**src/rtl/neuron_array_lif_if.sv**
```systemverilog
// Command port bundle for the LIF neuron array.
// The scheduler drives commands; the array answers with cmd_ready.
interface neuron_array_lif_if #(
    parameter int IDX_W       = 4,
    parameter int WEIGHT_SIZE = 8
);
    logic                   cmd_valid;
    logic                   cmd_ready;
    logic [1:0]             cmd_op;
    logic [IDX_W-1:0]       cmd_idx;
    logic [WEIGHT_SIZE-1:0] cmd_weight;

    modport master (
        output cmd_valid,
        output cmd_op,
        output cmd_idx,
        output cmd_weight,
        input  cmd_ready
    );

    modport slave (
        input  cmd_valid,
        input  cmd_op,
        input  cmd_idx,
        input  cmd_weight,
        output cmd_ready
    );
endinterface

```
**src/rtl/neuron_array_lif.sv**
```systemverilog
// Time-multiplexed leaky integrate-and-fire neuron array.
// ADD integrates a weight, SWEEP decays/fires one neuron per clock.
module neuron_array_lif #(
    parameter int NUM_NEURONS = 16,
    parameter int IDX_W       = 4,
    parameter int WEIGHT_SIZE = 8,
    parameter int V_MEM_SIZE  = 8,
    parameter int B_SIZE      = 8
) (
    input  logic                   wb_clk_i,
    input  logic                   wb_rst_i,
    neuron_array_lif_if.slave      cmd,
    input  logic [B_SIZE-1:0]      beta,
    input  logic [V_MEM_SIZE-1:0]  v_th,
    output logic [NUM_NEURONS-1:0] spikes,
    output logic                   sweep_done,
    input  logic [IDX_W-1:0]       rd_idx,
    output logic [V_MEM_SIZE-1:0]  rd_v_mem
);
    localparam int SUM_W =
        ((WEIGHT_SIZE > V_MEM_SIZE) ? WEIGHT_SIZE : V_MEM_SIZE) + 1;
    localparam int PROD_W = V_MEM_SIZE + B_SIZE;
    localparam logic [IDX_W-1:0] LAST = IDX_W'(NUM_NEURONS - 1);
    localparam logic [SUM_W-1:0] V_MAX = SUM_W'({V_MEM_SIZE{1'b1}});

    localparam logic [1:0] OP_ADD   = 2'b00;
    localparam logic [1:0] OP_SWEEP = 2'b01;
    localparam logic [1:0] OP_CLEAR = 2'b10;

    typedef enum logic [1:0] {
        S_IDLE,
        S_ADD,
        S_SWEEP,
        S_DONE
    } state_t;

    state_t                 r_state;
    state_t                 w_state_nxt;
    logic [V_MEM_SIZE-1:0]  r_v [NUM_NEURONS];
    logic [IDX_W-1:0]       r_idx;
    logic [IDX_W-1:0]       r_cnt;
    logic [WEIGHT_SIZE-1:0] r_weight;
    logic [NUM_NEURONS-1:0] r_stage;
    logic [NUM_NEURONS-1:0] r_spikes;
    logic [NUM_NEURONS-1:0] w_stage_nxt;
    logic [V_MEM_SIZE-1:0]  r_rd;
    logic [V_MEM_SIZE-1:0]  w_rd;
    logic [V_MEM_SIZE-1:0]  w_add_v;
    logic [V_MEM_SIZE-1:0]  w_d;
    logic [SUM_W-1:0]       w_sum;
    logic [PROD_W-1:0]      w_prod;
    logic                   w_acc;
    logic                   w_fire;
    logic                   w_idx_ok;
    logic                   w_last;

    assign cmd.cmd_ready = (r_state == S_IDLE);
    assign w_acc         = cmd.cmd_valid && cmd.cmd_ready;
    assign w_idx_ok      = (int'(r_idx) < NUM_NEURONS);
    assign w_last        = (r_cnt == LAST);

    assign w_sum   = SUM_W'(r_v[r_idx]) + SUM_W'(r_weight);
    assign w_add_v = (w_sum > V_MAX) ? '1 : w_sum[V_MEM_SIZE-1:0];

    // beta < 2^B_SIZE, so the shifted product never exceeds v
    assign w_prod = PROD_W'(r_v[r_cnt]) * PROD_W'(beta);
    assign w_d    = w_prod[PROD_W-1:B_SIZE];
    assign w_fire = (w_d > v_th);

    always_comb begin
        w_stage_nxt        = r_stage;
        w_stage_nxt[r_cnt] = w_fire;
    end

    always_comb begin
        w_rd = '0;
        if (int'(rd_idx) < NUM_NEURONS) begin
            w_rd = r_v[rd_idx];
        end
    end

    always_ff @(posedge wb_clk_i or posedge wb_rst_i) begin
        if (wb_rst_i) begin
            r_state <= S_IDLE;
        end else begin
            r_state <= w_state_nxt;
        end
    end

    always_comb begin
        w_state_nxt = r_state;
        unique case (r_state)
            S_IDLE: begin
                if (w_acc && cmd.cmd_op == OP_ADD) begin
                    w_state_nxt = S_ADD;
                end else if (w_acc && cmd.cmd_op == OP_SWEEP) begin
                    w_state_nxt = S_SWEEP;
                end
            end
            S_ADD:   w_state_nxt = S_IDLE;
            S_SWEEP: if (w_last) w_state_nxt = S_DONE;
            S_DONE:  w_state_nxt = S_IDLE;
            default: w_state_nxt = S_IDLE;
        endcase
    end

    always_ff @(posedge wb_clk_i or posedge wb_rst_i) begin
        if (wb_rst_i) begin
            for (int i = 0; i < NUM_NEURONS; i++) begin
                r_v[i] <= '0;
            end
            r_idx    <= '0;
            r_cnt    <= '0;
            r_weight <= '0;
            r_stage  <= '0;
            r_spikes <= '0;
            r_rd     <= '0;
        end else begin
            r_rd <= w_rd;
            unique case (r_state)
                S_IDLE: begin
                    if (w_acc) begin
                        unique case (cmd.cmd_op)
                            OP_ADD: begin
                                r_idx    <= cmd.cmd_idx;
                                r_weight <= cmd.cmd_weight;
                            end
                            OP_SWEEP: begin
                                r_cnt   <= '0;
                                r_stage <= '0;
                            end
                            OP_CLEAR: begin
                                for (int i = 0; i < NUM_NEURONS; i++) begin
                                    r_v[i] <= '0;
                                end
                            end
                            default: ;
                        endcase
                    end
                end
                S_ADD: begin
                    if (w_idx_ok) begin
                        r_v[r_idx] <= w_add_v;
                    end
                end
                S_SWEEP: begin
                    r_v[r_cnt] <= w_fire ? '0 : w_d;
                    r_stage    <= w_stage_nxt;
                    r_cnt      <= r_cnt + 1'b1;
                    // publish together with entry into DONE
                    if (w_last) begin
                        r_spikes <= w_stage_nxt;
                    end
                end
                default: ;
            endcase
        end
    end

    assign spikes     = r_spikes;
    assign sweep_done = (r_state == S_DONE);
    assign rd_v_mem   = r_rd;
endmodule

```
**src/flat_wrapper.sv**
```systemverilog
// flat-port wrapper written by rule: the top's interface ports become plain ports
module neuron_array_lif_flat 
#(
    parameter int NUM_NEURONS = 16,
    parameter int IDX_W       = 4,
    parameter int WEIGHT_SIZE = 8,
    parameter int V_MEM_SIZE  = 8,
    parameter int B_SIZE      = 8
)
  (wb_clk_i, wb_rst_i, beta, v_th, spikes, sweep_done, rd_idx, rd_v_mem, cmd_cmd_valid, cmd_cmd_op, cmd_cmd_idx, cmd_cmd_weight, cmd_cmd_ready);
  neuron_array_lif_if #(.IDX_W(IDX_W), .WEIGHT_SIZE(WEIGHT_SIZE)) cmd_i ();
  input  logic wb_clk_i;
  input  logic wb_rst_i;
  input  logic [B_SIZE-1:0] beta;
  input  logic [V_MEM_SIZE-1:0] v_th;
  output logic [NUM_NEURONS-1:0] spikes;
  output logic sweep_done;
  input  logic [IDX_W-1:0] rd_idx;
  output logic [V_MEM_SIZE-1:0] rd_v_mem;
  input wire logic [$bits(cmd_i.cmd_valid)-1:0] cmd_cmd_valid;
  input wire logic [$bits(cmd_i.cmd_op)-1:0] cmd_cmd_op;
  input wire logic [$bits(cmd_i.cmd_idx)-1:0] cmd_cmd_idx;
  input wire logic [$bits(cmd_i.cmd_weight)-1:0] cmd_cmd_weight;
  output wire logic [$bits(cmd_i.cmd_ready)-1:0] cmd_cmd_ready;
  assign cmd_i.cmd_valid = cmd_cmd_valid;
  assign cmd_i.cmd_op = cmd_cmd_op;
  assign cmd_i.cmd_idx = cmd_cmd_idx;
  assign cmd_i.cmd_weight = cmd_cmd_weight;
  assign cmd_cmd_ready = cmd_i.cmd_ready;
  neuron_array_lif #(.NUM_NEURONS(NUM_NEURONS), .IDX_W(IDX_W), .WEIGHT_SIZE(WEIGHT_SIZE), .V_MEM_SIZE(V_MEM_SIZE), .B_SIZE(B_SIZE)) u_core (.wb_clk_i(wb_clk_i), .wb_rst_i(wb_rst_i), .cmd(cmd_i), .beta(beta), .v_th(v_th), .spikes(spikes), .sweep_done(sweep_done), .rd_idx(rd_idx), .rd_v_mem(rd_v_mem));
endmodule
```
**config.mk**
```make
export PLATFORM = sky130hd
export DESIGN_NAME = neuron_array_lif_flat
export DESIGN_NICKNAME = d
export VERILOG_FILES = /design/src/rtl/neuron_array_lif_if.sv /design/src/rtl/neuron_array_lif.sv /design/src/flat_wrapper.sv
export SDC_FILE = /design/constraint.sdc
export NUM_CORES = 1
export LEC_CHECK = 0
export CORE_ASPECT_RATIO = 1.75
export CORE_MARGIN = 2
export CORE_UTILIZATION = 55
export DETAILED_ROUTE_END_ITERATION = 8
export PLACE_DENSITY = 0.73
export REMOVE_ABC_BUFFERS = 1
export SETUP_SLACK_MARGIN = 0.05
export SLEW_MARGIN = 20
export SYNTH_ARGS = -nofsm -noshare
export SYNTH_HDL_FRONTEND = slang
export SYNTH_SLANG_ARGS = --single-unit
```
**constraint.sdc**
```tcl
create_clock -name wb_clk_i -period 17.2 [get_ports wb_clk_i]
set_input_delay 3.44 -clock wb_clk_i [delete_from_list [all_inputs] [get_ports wb_clk_i]]
set_output_delay 3.44 -clock wb_clk_i [all_outputs]
set_load 0.02 [all_outputs]
```
# Word level (Yosys, flattened, before mapping)
# Cells that the tools add are included.
dict set report classes {
  bitwise 3
  n_addsub 2
  n_reduce_logical 16
  n_eq_ne 11
  mux 33
  mul 1
  magnitude_cmp 9
}
# operator n
set ops {}
lappend ops {{one-hot mux 128 bit (3 select lines)} 1}
lappend ops {{bitwise mux 128 bit} 2}
lappend ops {{two-way mux 128 bit} 2}
lappend ops {{binary-select mux 8 bit (select 4 bit)} 3}
lappend ops {{two-way mux 8 bit} 10}
lappend ops {{demux 8 bit (select 4 bit)} 2}
lappend ops {{two-way mux 16 bit} 2}
lappend ops {{one-hot mux 16 bit (2 select lines)} 1}
lappend ops {{bitwise mux 16 bit} 1}
lappend ops {{multiplier 8 x 8 -> 16 bit} 1}
lappend ops {{>= comparator 5 bit (second input constant)} 3}
lappend ops {{NOT 4 -> 5 bit} 3}
lappend ops {{< comparator 5 x 1 -> 1 bit (second input constant)} 2}
lappend ops {{adder 8 x 8 -> 9 bit} 1}
lappend ops {{> comparator 9 x 8 -> 1 bit (second input constant)} 1}
lappend ops {{AND reduction 3 bit} 3}
lappend ops {{> comparator 8 bit} 1}
lappend ops {{two-way mux 4 bit} 2}
lappend ops {{one-hot mux 4 bit (2 select lines)} 1}
lappend ops {{== test 2 bit (second input constant)} 3}
lappend ops {{logical AND 1 bit} 6}
lappend ops {{two-way mux 2 bit} 3}
lappend ops {{!= test 2 bit (second input constant)} 3}
lappend ops {{one-hot mux 2 bit (3 select lines)} 1}
lappend ops {{14 further kinds} 17}
dict set report word_totals {
  register_bits 186
  wordCells 98
  inputBits 37
  output_inout_bits 26
}

# Logic depth before layout (Yosys ltp)
dict set report depth {
  depth_word 9
  mapped_depth 33
  ltp_nobuf 30
}

# Least setup slack after synthesis
# OpenSTA, ideal clock, no wires.
dict set report synth_path {
  path_kind {input -> register}
  startpoint {input port beta[2]}
  endpoint {register u_core.r_v[102] (netlist name)}
  arrival_time_ns 8.960
  n_path_buf 2
  setup_time_ns 0.129
  required_time_ns 17.071
  stages 25
  slack_ns 8.111
  path_cell_list {and2_1 fa_1 fa_1 fa_1 inv_1 fa_1 inv_1 ha_1 a21o_1 a2111o_1 o211ai_2 nand2b_2 xnor2_2 buf_6 inv_1 ha_1 nand3_1 nor2_1 a32oi_1 a21bo_2 nor2_1 and2_1 mux2i_1 buf_2 o21ai_1}
}
dict set report synth_via {
  elab_chain_cells 5
}
# element line
set synth_lines {}
lappend synth_lines {{from (decl)} flat_wrapper.sv:14} ;# input logic [B_SIZE-1:0] beta;
lappend synth_lines {{multiplier 8 x 8 -> 16 bit (*)} neuron_array_lif.sv:66} ;# assign w_prod = PROD_W'(r_v[r_cnt]) * PROD_W'(beta);
lappend synth_lines {{> comparator 8 bit} neuron_array_lif.sv:68} ;# assign w_fire = (w_d > v_th);
lappend synth_lines {{two-way mux 8 bit (*)} neuron_array_lif.sv:147} ;# r_v[r_cnt] <= w_fire ? '0 : w_d;
lappend synth_lines {{bitwise mux 128 bit (*)} neuron_array_lif.sv:147}
lappend synth_lines {{one-hot mux 128 bit (3 select lines) (*)} neuron_array_lif.sv:120} ;# unique case (r_state)
lappend synth_lines {{to (signal, indexed assignment)} neuron_array_lif.sv:143} ;# r_v[r_idx] <= w_add_v;
lappend synth_lines {{to (signal, indexed assignment)} neuron_array_lif.sv:147}
lappend synth_lines {{to (decl)} neuron_array_lif.sv:39} ;# logic [V_MEM_SIZE-1:0] r_v [NUM_NEURONS];
# Every way passes the cells marked *; elsewhere a longest branch is shown, timed or not.
# A chain may end at the register's enable or synchronous reset.

# Final worst setup path
dict set report layout_path {
  startpoint {input port beta[2]}
  endpoint {register u_core.r_v[46] (netlist name)}
}
# The elaborated chain is that of the path after synthesis.

==> impl_summary.txt <==
----------------------------------------------------
[Setup path]
  Cell type of the slowest stage on the worst timing path ... sky130_fd_sc_hd__nor3_2
  Max stage delay on crit path ... 0.88 ns
  Worst Path Arrival ... 11.38 ns
  Req. time, crit path ... 17.50 ns
  Kind of end point of the critical path ... flip-flop
  Cell seen most often among critical-path stages ... sky130_fd_sc_hd__inv_1
  Largest fanout on the critical path ... 33
  Worst Setup Start Kind ... primary input
  Type of the worst setup path ... primary input to flip-flop

[Floorplan]
  Top Ports ... 63
  Starting density of the core ... 0.557
  Die width ... 126 um
  Core Rows ... 78
  Height of the die ... 218 um
  Core box area ... 25900 um2
  Die Footprint ... 27600 um2

[Placement]
  Pre-CTS setup slack ... 5.87 ns
  Post-place instance area ... 15400 um2
  Post-detail-place hpwl ... 38.0 mm
  GP Congestion ... 1.06
  Number of buffer cells added on primary ports ... 62

[Yosys]
  Library cell with the highest instance count after synthesis ... sky130_fd_sc_hd__dfrtp_1
  Netlist Area Pre-Place ... 14400 um2
  Yosys synthesis warning count ... 0
  Mean post-synth cell area ... 10.5 um2
  Most used standard cells in the synthesized netlist ... sky130_fd_sc_hd__dfrtp_1, sky130_fd_sc_hd__mux4_2, sky130_fd_sc_hd__nand2_1, sky130_fd_sc_hd__a22oi_1
  Most area-hungry cell type in the Yosys netlist ... sky130_fd_sc_hd__dfrtp_1
  Synthesis-stage register bit count ... 185
  Sequential share of the synthesized area ... 0.321
  Share of flip-flops with an asynchronous set or reset ... 1.00
  Cells after synthesis ... 1375
  Top area cells in the synthesized netlist ... sky130_fd_sc_hd__dfrtp_1, sky130_fd_sc_hd__mux4_2, sky130_fd_sc_hd__ha_1, sky130_fd_sc_hd__fa_1, sky130_fd_sc_hd__a22oi_1
  Primary FF master, synth ... sky130_fd_sc_hd__dfrtp_1
  Count of flip-flops with a built-in enable after synthesis ... 0
  Area share of the largest cell type after synthesis ... 0.321
  Count of unique library cells instantiated by Yosys ... 65

[Pwr]
  Cell leakage power ... 0.00672 uW
  Peak ir drop on the vdd network ... 0.105 mV
  Areal power density over the cells ... 134 nW/um2

[CTS]
  TritonCTS clock tree ... done
  H-tree depth ... 4
  Clock-pin slew on the worst setup and hold paths ... 0.07 ns
  Num CTS Buffers ... 17
  Worst-skew pair later-pin latency ... 0.46 ns
  Count of cells resized by post-cts repair ... 0
  Number of buffers inserted to repair setup after CTS ... 0
  CTS root buffer ... sky130_fd_sc_hd__clkbuf_16
  Max clock buf depth ... 2
  Count of hold-fix buffers inserted at cts ... 0
  Clock net sink count ... 185

[Finish]
  Post-route design area ... 16000 um2
  Synthesis-to-layout area growth ... 10.9%
  Final antenna diode count ... 0
  Layout cells sized above 1 ... 0.168
  # fillers ... 2073
  NumNets Final ... 1536

[STA]
  Final hold violation count ... 0
  Worst relative slew slack ... 0.178
  Worst-case setup margin in the final layout ... 6.12 ns
  Setup repair after global routing missed its margin ... false
  Slew @ Worst Pin ... 1.23 ns
  Pins over their slew limit ... 0
  Maximum achievable frequency ... 90.3 MHz
  Final setup violating endpoints ... 0
  Time the final worst path needs with I/O delays and setup ... 11.08 ns
  Setup skew after layout ... 0.00994 ns
  Share of the cycle needed by the critical path after routing ... 0.644
  Post-Route Setup TNS ... 0 ns

[Drt]
  DR WL/cell ... 30.9 um
  Antenna Violating Nets Remaining ... 0
  Per-cell via count in the routed design ... 7.39
  Iteration-0 DRC Markers ... 1740
  Number of detailed-routing iterations run before antenna repair ... 9
  Post-route DRC ... 0
  Routed via count ... 12800
  Wire length reported by the detailed router ... 53.7 mm

[GRT]
  First-pass GRT wire length ... 80.0 mm
  Vias in the first global route ... 12900
  Aggregate global-route resource usage ... 0.397
  Largest net degree at the start of global routing ... 111
  Sum of overflow across all layers after global routing ... 0
  Antenna violations before repair ... 0

[Flow run]
  Max capacitance violation total ... 0

[Run status]
  Result of the run ... finished, final reports clean

[Min path]
  Tightest Hold Check Type ... flip-flop to flip-flop

----------------------------------------------------
==> cell usage in the layout, fill, tap and decap left out, types with 25 or more instances in the layout <==
cell / n
sky130_fd_sc_hd__o21ai_1: 27
sky130_fd_sc_hd__o21ai_0: 78
sky130_fd_sc_hd__dfrtp_1: 182
sky130_fd_sc_hd__nor2_1: 54
sky130_fd_sc_hd__mux4_2: 113
sky130_fd_sc_hd__o221ai_1: 25
sky130_fd_sc_hd__a22oi_1: 96
sky130_fd_sc_hd__nand2_1: 104
sky130_fd_sc_hd__inv_1: 86
sky130_fd_sc_hd__a21oi_1: 85
sky130_fd_sc_hd__ha_1: 58
sky130_fd_sc_hd__fa_1: 36
sky130_fd_sc_hd__clkdlybuf4s50_1: 61
sky130_fd_sc_hd__buf_4: 42
sky130_fd_sc_hd__o22ai_1: 30
sky130_fd_sc_hd__and2_1: 62
sky130_fd_sc_hd__a221o_1: 30
sky130_fd_sc_hd__a21o_1: 25
==> layout make-up <==
class	instances	area, um2	area share
Clock inverter	13	120	0.00752
Timing Repair Buffer	104	931	0.0583
Multi-Input combinational cell	1010	9120	0.571
Clock buffer	18	429	0.0269
Inverter	87	334	0.0209
Sequential cell	185	4630	0.290
Tap cell	320	400	0.0251
==> stage by stage <==
step                hold slack (ns)  power, uW  instances  utilization
floorplan                     0.484       1200       1282            -
detailed placement            0.470       1700       1706        0.596
global route                  0.506       2210       1737        0.618
finish                        0.483       2140       1737        0.618
CTS                           0.487       2090       1737        0.617
global placement              0.466       1690       1705        0.595
==> registers in the layout, indices dropped and copies added (netlist names) <==
register         flops
u_core.r_state       2
u_core.r_weight      8
u_core.r_v         128
u_core.r_idx         4
u_core.r_cnt         4
u_core.rd_v_mem      8
u_core.spikes       16
u_core.r_stage      15
==> path summary, 6_finish.rpt <==
| path | from | to | slack [ns] | cells past startpoint |
|---|---|---|---|---|
| min in group asynchronous | wb_rst_i | u_core.rd_v_mem[5] | 3.50 | 2 |
| worst min register to register | u_core.spikes[0] | u_core.spikes[0] | 0.48 | 2 |
| max in group asynchronous | wb_rst_i | u_core.spikes[12] | 12.11 | 3 |
| worst min-delay path | u_core.spikes[0] | u_core.spikes[0] | 0.48 | 2 |
| worst max register to register | u_core.r_cnt[1] | u_core.r_v[46] | 7.25 | 27 |
| worst max-delay path | beta[2] | u_core.r_v[46] | 6.12 | 26 |
==> layer usage <==
| metal | GRT usage | routed length, um |
|---|---|---|
| met1 | 0.445 | 16800 |
| met2 | 0.627 | 25500 |
| met3 | 0.0930 | 5440 |
| met4 | 0.355 | 5950 |
| met5 | 0 | 0 |
==> critical path, delay by kind of cell <==
family / cells / cell delay, ns
and+or+nand+nor: 7 / 2.03
AOI/OAI and AO/OA: 5 / 1.55
buffers and inverters: 7 / 1.06
adders and majority gates: 6 / 2.55
muxes: 1 / 0.71
==> power by group <==
| part | switching (uW) | internal, uW |
|---|---|---|
| combinational | 886 | 366 |
| clock | 183 | 199 |
| sequential | 35.2 | 473 |
==> logic make-up after synthesis <==
group | after synthesis | share of synthesized area
muxes | 139 | 0.198
DFF | 185 | 0.321
xor gates and xnor gates | 11 | 0.00721
adders and majority gates | 94 | 0.100
AOI/OAI and AO/OA | 450 | 0.215
buffers and inverters | 180 | 0.0492
and+or+nand+nor | 316 | 0.109
No activity file was read; power rests on OpenSTA's default activity.
